$ cat src/rtl/usb_xfer_sched.sv
// FT600 245 sync-FIFO transfer scheduler: round-robin read/write arbitration with a
// req/ack/done handshake and a turnaround gap. Define USB_SCHED_STAT_EN for word counters.
module usb_xfer_sched #(
    parameter int unsigned LVL_W     = 11,
    parameter int unsigned BURST_MAX = 256,
    parameter int unsigned LEN_W     = 9,
    parameter int unsigned TURN_CYC  = 2
) (
    input  logic             iCLK,
    input  logic             iRESET,
    input  logic             iENABLE,
    input  logic             iTXE_N,
    input  logic             iRXF_N,
    input  logic [LVL_W-1:0] iTX_LEVEL,
    input  logic [LVL_W-1:0] iRX_FREE,
    output logic             oREQ,
    output logic             oDIR,
    output logic [LEN_W-1:0] oLEN,
    input  logic             iACK,
    input  logic             iDONE,
    input  logic [LEN_W-1:0] iXFER_CNT,
    output logic             oBUSY,
    output logic             oERR,
    output logic [31:0]      oTX_WORDS,
    output logic [31:0]      oRX_WORDS
);
    localparam int unsigned TURN_W = (TURN_CYC > 1) ? $clog2(TURN_CYC) : 1;

    typedef enum logic [1:0] {
        S_IDLE = 2'd0,
        S_REQ  = 2'd1,
        S_RUN  = 2'd2,
        S_TURN = 2'd3
    } state_t;

    state_t              state_q, state_d;
    logic                txe_meta_q, txe_s_q, rxf_meta_q, rxf_s_q;
    logic                req_q, req_d;
    logic                dir_q, dir_d;
    logic [LEN_W-1:0]    len_q, len_d;
    logic                err_q, err_d;
    logic                last_q, last_d;
    logic                busy_q, busy_d;
    logic [TURN_W-1:0]   turn_q, turn_d;
    logic                rd_ok_c, wr_ok_c, sel_dir_c, fin_c;
    logic [LVL_W-1:0]    src_c;
    logic [LEN_W-1:0]    cap_len_c;

    // FTDI flags are asynchronous; synchronisers idle at the inactive level
    always_ff @(posedge iCLK or negedge iRESET) begin
        if (!iRESET) begin
            txe_meta_q <= 1'b1;
            txe_s_q    <= 1'b1;
            rxf_meta_q <= 1'b1;
            rxf_s_q    <= 1'b1;
        end else begin
            txe_meta_q <= iTXE_N;
            txe_s_q    <= txe_meta_q;
            rxf_meta_q <= iRXF_N;
            rxf_s_q    <= rxf_meta_q;
        end
    end

    assign rd_ok_c   = ~rxf_s_q & (iRX_FREE != '0);
    assign wr_ok_c   = ~txe_s_q & (iTX_LEVEL != '0);
    assign sel_dir_c = (rd_ok_c & wr_ok_c) ? ~last_q : wr_ok_c;
    assign src_c     = sel_dir_c ? iTX_LEVEL : iRX_FREE;
    assign cap_len_c = (src_c > LVL_W'(BURST_MAX)) ? LEN_W'(BURST_MAX) : LEN_W'(src_c);

    always_comb begin
        state_d = state_q;
        req_d   = req_q;
        dir_d   = dir_q;
        len_d   = len_q;
        err_d   = err_q;
        last_d  = last_q;
        turn_d  = turn_q;
        fin_c   = 1'b0;
        unique case (state_q)
            S_IDLE: begin
                if (iENABLE && (rd_ok_c || wr_ok_c)) begin
                    dir_d   = sel_dir_c;
                    len_d   = cap_len_c;
                    req_d   = 1'b1;
                    state_d = S_REQ;
                end
            end
            S_REQ: begin
                if (iACK) begin
                    req_d = 1'b0;
                    if (iDONE) fin_c = 1'b1;
                    else       state_d = S_RUN;
                end else if (!iENABLE) begin
                    req_d   = 1'b0;
                    state_d = S_IDLE;
                end
            end
            S_RUN: begin
                if (iDONE) fin_c = 1'b1;
            end
            S_TURN: begin
                if (turn_q == '0) state_d = S_IDLE;
                else              turn_d  = turn_q - TURN_W'(1);
            end
            default: state_d = S_IDLE;
        endcase
        // Burst completion: error check, round-robin update, start turnaround
        if (fin_c) begin
            if (iXFER_CNT > len_q) err_d = 1'b1;
            last_d  = dir_q;
            turn_d  = TURN_W'(TURN_CYC - 1);
            state_d = S_TURN;
        end
        busy_d = (state_d != S_IDLE);
    end

    always_ff @(posedge iCLK or negedge iRESET) begin
        if (!iRESET) begin
            state_q <= S_IDLE;
            req_q   <= 1'b0;
            dir_q   <= 1'b0;
            len_q   <= '0;
            err_q   <= 1'b0;
            last_q  <= 1'b1;
            busy_q  <= 1'b0;
            turn_q  <= '0;
        end else begin
            state_q <= state_d;
            req_q   <= req_d;
            dir_q   <= dir_d;
            len_q   <= len_d;
            err_q   <= err_d;
            last_q  <= last_d;
            busy_q  <= busy_d;
            turn_q  <= turn_d;
        end
    end

    assign oREQ  = req_q;
    assign oDIR  = dir_q;
    assign oLEN  = len_q;
    assign oBUSY = busy_q;
    assign oERR  = err_q;

`ifdef USB_SCHED_STAT_EN
    logic [31:0] tx_words_q, tx_words_d, rx_words_q, rx_words_d;

    always_comb begin
        tx_words_d = tx_words_q;
        rx_words_d = rx_words_q;
        if (fin_c) begin
            if (dir_q) tx_words_d = tx_words_q + 32'(iXFER_CNT);
            else       rx_words_d = rx_words_q + 32'(iXFER_CNT);
        end
    end

    always_ff @(posedge iCLK or negedge iRESET) begin
        if (!iRESET) begin
            tx_words_q <= '0;
            rx_words_q <= '0;
        end else begin
            tx_words_q <= tx_words_d;
            rx_words_q <= rx_words_d;
        end
    end

    assign oTX_WORDS = tx_words_q;
    assign oRX_WORDS = rx_words_q;
`else
    assign oTX_WORDS = '0;
    assign oRX_WORDS = '0;
`endif

endmodule

$ cat config.mk
export PLATFORM = sky130hd
export DESIGN_NAME = usb_xfer_sched
export DESIGN_NICKNAME = d
export VERILOG_FILES = /design/src/rtl/usb_xfer_sched.sv
export SDC_FILE = /design/constraint.sdc
export NUM_CORES = 1
export LEC_CHECK = 0
export CAP_MARGIN = 20
export CORE_AREA = 2 2 72 74
export DETAILED_ROUTE_END_ITERATION = 8
export DIE_AREA = 0 0 74 76
export PLACE_DENSITY_LB_ADDON = 0.1
export RECOVER_POWER = 50
export SYNTH_ARGS = -nofsm -noshare
export SYNTH_HDL_FRONTEND = slang
export SYNTH_SLANG_ARGS = --single-unit
$ cat constraint.sdc
create_clock -name iCLK -period 2.85 [get_ports iCLK]
set_clock_uncertainty 0.15 [all_clocks]
set_input_delay 0.57 -clock iCLK [delete_from_list [all_inputs] [get_ports iCLK]]
set_output_delay 0.57 -clock iCLK [all_outputs]
set_load 0.03 [all_outputs]
==> impl_metrics.ini <==
[outcome]
status = finished clean

[placed_design]
placed_area_um2 = 2240
port_buffers = 50
dp.cells = 323
pre_cts_ws_ns = 0.115
place_congestion = 0.796
dp_hpwl_um = 2960

[timing]
hold-worst-slack_ns = 0.207
finalSetupViolations = 0
min_period_over_period_pct = 86.0
setup_ws_ns = 0.398
setup_tns_ns = 0
drv_slew = 0
relSlewSlack_pct = 25.8
rsz0062_at_grt = no
fmax_ghz = 0.408
worst_pin_slew_ns = 1.11
hold_violations = 0
final.min_clock_period_ns = 2.45

[cells_and_area]
stdcell_count = 327
area_growth_syn_to_layout_pct = 20.4
stdcell_area_um2 = 2290
layout-drive-gt1-share_pct = 9.73
final_nets = 310
fin_util_pct = 46.5
antenna_cells = 0

[yosys]
synth_edf_count = 0
yosysMostFrequentCell = buf_4
synth.cells.most_frequent = buf_4, dfrtp_1, nand2_1
synth_top_area_share_pct = 25.3
yosysTopAreaCell = buf_4
yosysSeqAreaShare_pct = 28.0
synth_area_leaders = buf_4, dfrtp_1, ha_1, dfstp_2, o31ai_2
ys.flop_type = dfrtp_1
ys_warn_count = 0
postSynthCellCount = 205
syn_avg_cell_area_um2 = 9.26
ys_types = 39
syn_area_um2 = 1900
ys_ff_latch = 21
async_flop_share_pct = 100

[floorplan]
start_util_pct = 38.7
std_cell_rows = 26
dieArea_um2 = 5620
die_w_um = 74
coreArea_um2 = 4910
io_pins = 115
die_h_um = 76

[power]
seqPwrFrac_pct = 29.2
p_clk_share_pct = 11.4
swShare_pct = 45.7
power_frac_comb_pct = 59.4
p_switching_mw = 0.781
p_total_mw = 1.71
intPower_mw = 0.929
p_per_area_nw_per_um2 = 748
max-vdd-ir-drop_v = 0.000409
leakage_nw = 1.06

[worst_setup_path]
worstPathArrival_ns = 2.44
crit_type = primary input to register
worstSetupStartpointType = primary input
cp_slowest_stage_delay_ns = 0.50
r2r_slack_ns = 0.84
path_delay_family = simple AND/OR/NAND/NOR gates
crit_chain = clkdlybuf4s50_1, nor4_4, a21boi_0, o32ai_1, and3_1, o31ai_2
crit_buf_inv = 1
cp_data_required_time_ns = 2.84
end_kind = register
critPathMaxFanout = 8
cpMaxStageDelayCell = and3_1

[drt]
drt_iter0_markers = 18
vias = 1318
post_drt_wl_per_cell_um = 10.6
wl_um = 3480
drc = 0
drtAntennaViolNets = 0
first_pass_iters = 4
viasPerCell = 4.03

[clocking]
cts_buffer_depth = 2
root_buffer = clkbuf_8
cts_sinks = 21
ctsHtreeMaxLevel = 1
cts-hold-fix-buffers = 0
post_cts.repair.setup_buffers = 0
clk_pin_slew_worst_paths_ns = 0.08
cts_tree = yes
cts-resized-gates = 0
numCtsBuffers = 3
insertion_delay_ns = 0.25

[global_route]
grt_pass1_wl_um = 5520
overflow = 0
grt_pass1_vias = 1155
antenna_found_initial = 0
track_usage_pct = 12.3
grt_max_degree = 22

[worst_hold_path]
hp-class = register to register

[flow_run]
drv_cap = 0
==> area by class of cell <==
class	count	area, µm²
inverters	14	52.6
repair buffers	52	524
well taps	70	87.6
flip-flops and latches	21	532
clock inverters	1	5.00
fillers	503	2630
clock buffers	3	41.3
multi-input cells	166	1040
==> state kept, by name, indices dropped and copies added (netlist names) <==
name and flops:
oBUSY 1, rxf_meta_q 1, oDIR 1, turn_q 1
state_q 2, txe_meta_q 1, last_q 1, oLEN 9
txe_s_q 1, rxf_s_q 1, oREQ 1, oERR 1
==> per-layer routing <==
metal | part of all wire, % | vias up | global-route usage (%) | wire length, µm
met5 | 0 | - | 0 | 0
met4 | 0.40 | 0 | 2.73 | 14
met3 | 7.9 | 2 | 2.38 | 275
met2 | 44 | 66 | 17.9 | 1520
met1 | 48 | 576 | 18.6 | 1670
li1 | - | 674 | - | -
==> power groups by stage <==
stage	combinational [mW]	clock [mW]	sequential, mW
after floorplan	0.599	0	0.655
after global placement	1.01	0	0.509
after detailed placement	1.03	0	0.507
after CTS	1.03	0.205	0.505
after global routing	1.11	0.216	0.521
final	1.02	0.195	0.500
==> path summary, 6_finish.rpt <==
check / startpoint / end / cells past startpoint
worst min register to register: txe_meta_q / txe_s_q / 0
worst min-delay path: txe_meta_q / txe_s_q / 0
worst max-delay path: iRX_FREE[0] / oLEN[4] / 6
min in group asynchronous: iRESET / oREQ / 2
worst max register to register: state_q[0] / oBUSY / 7
max in group asynchronous: iRESET / oLEN[3] / 2
==> cells by family after synthesis <==
group | count (synthesis) | share of synthesized area (%)
mux | 9 | 4.81
buf+inv | 81 | 29.5
flops | 21 | 28.0
fa+ha+maj | 14 | 9.22
simple gates | 46 | 14.9
compound gates | 33 | 13.4
other cells | 1 | 0.197
==> cell usage in the layout, fill, tap and decap left out, types with 5 or more instances in the layout <==
master,n
ha_1,14
dfstp_2,5
a21oi_1,7
nand2_1,15
o31ai_2,8
clkdlybuf4s50_1,47
conb_1,64
dfrtp_1,16
mux2i_1,8
inv_1,14
No activity file was read; power rests on OpenSTA's default activity.
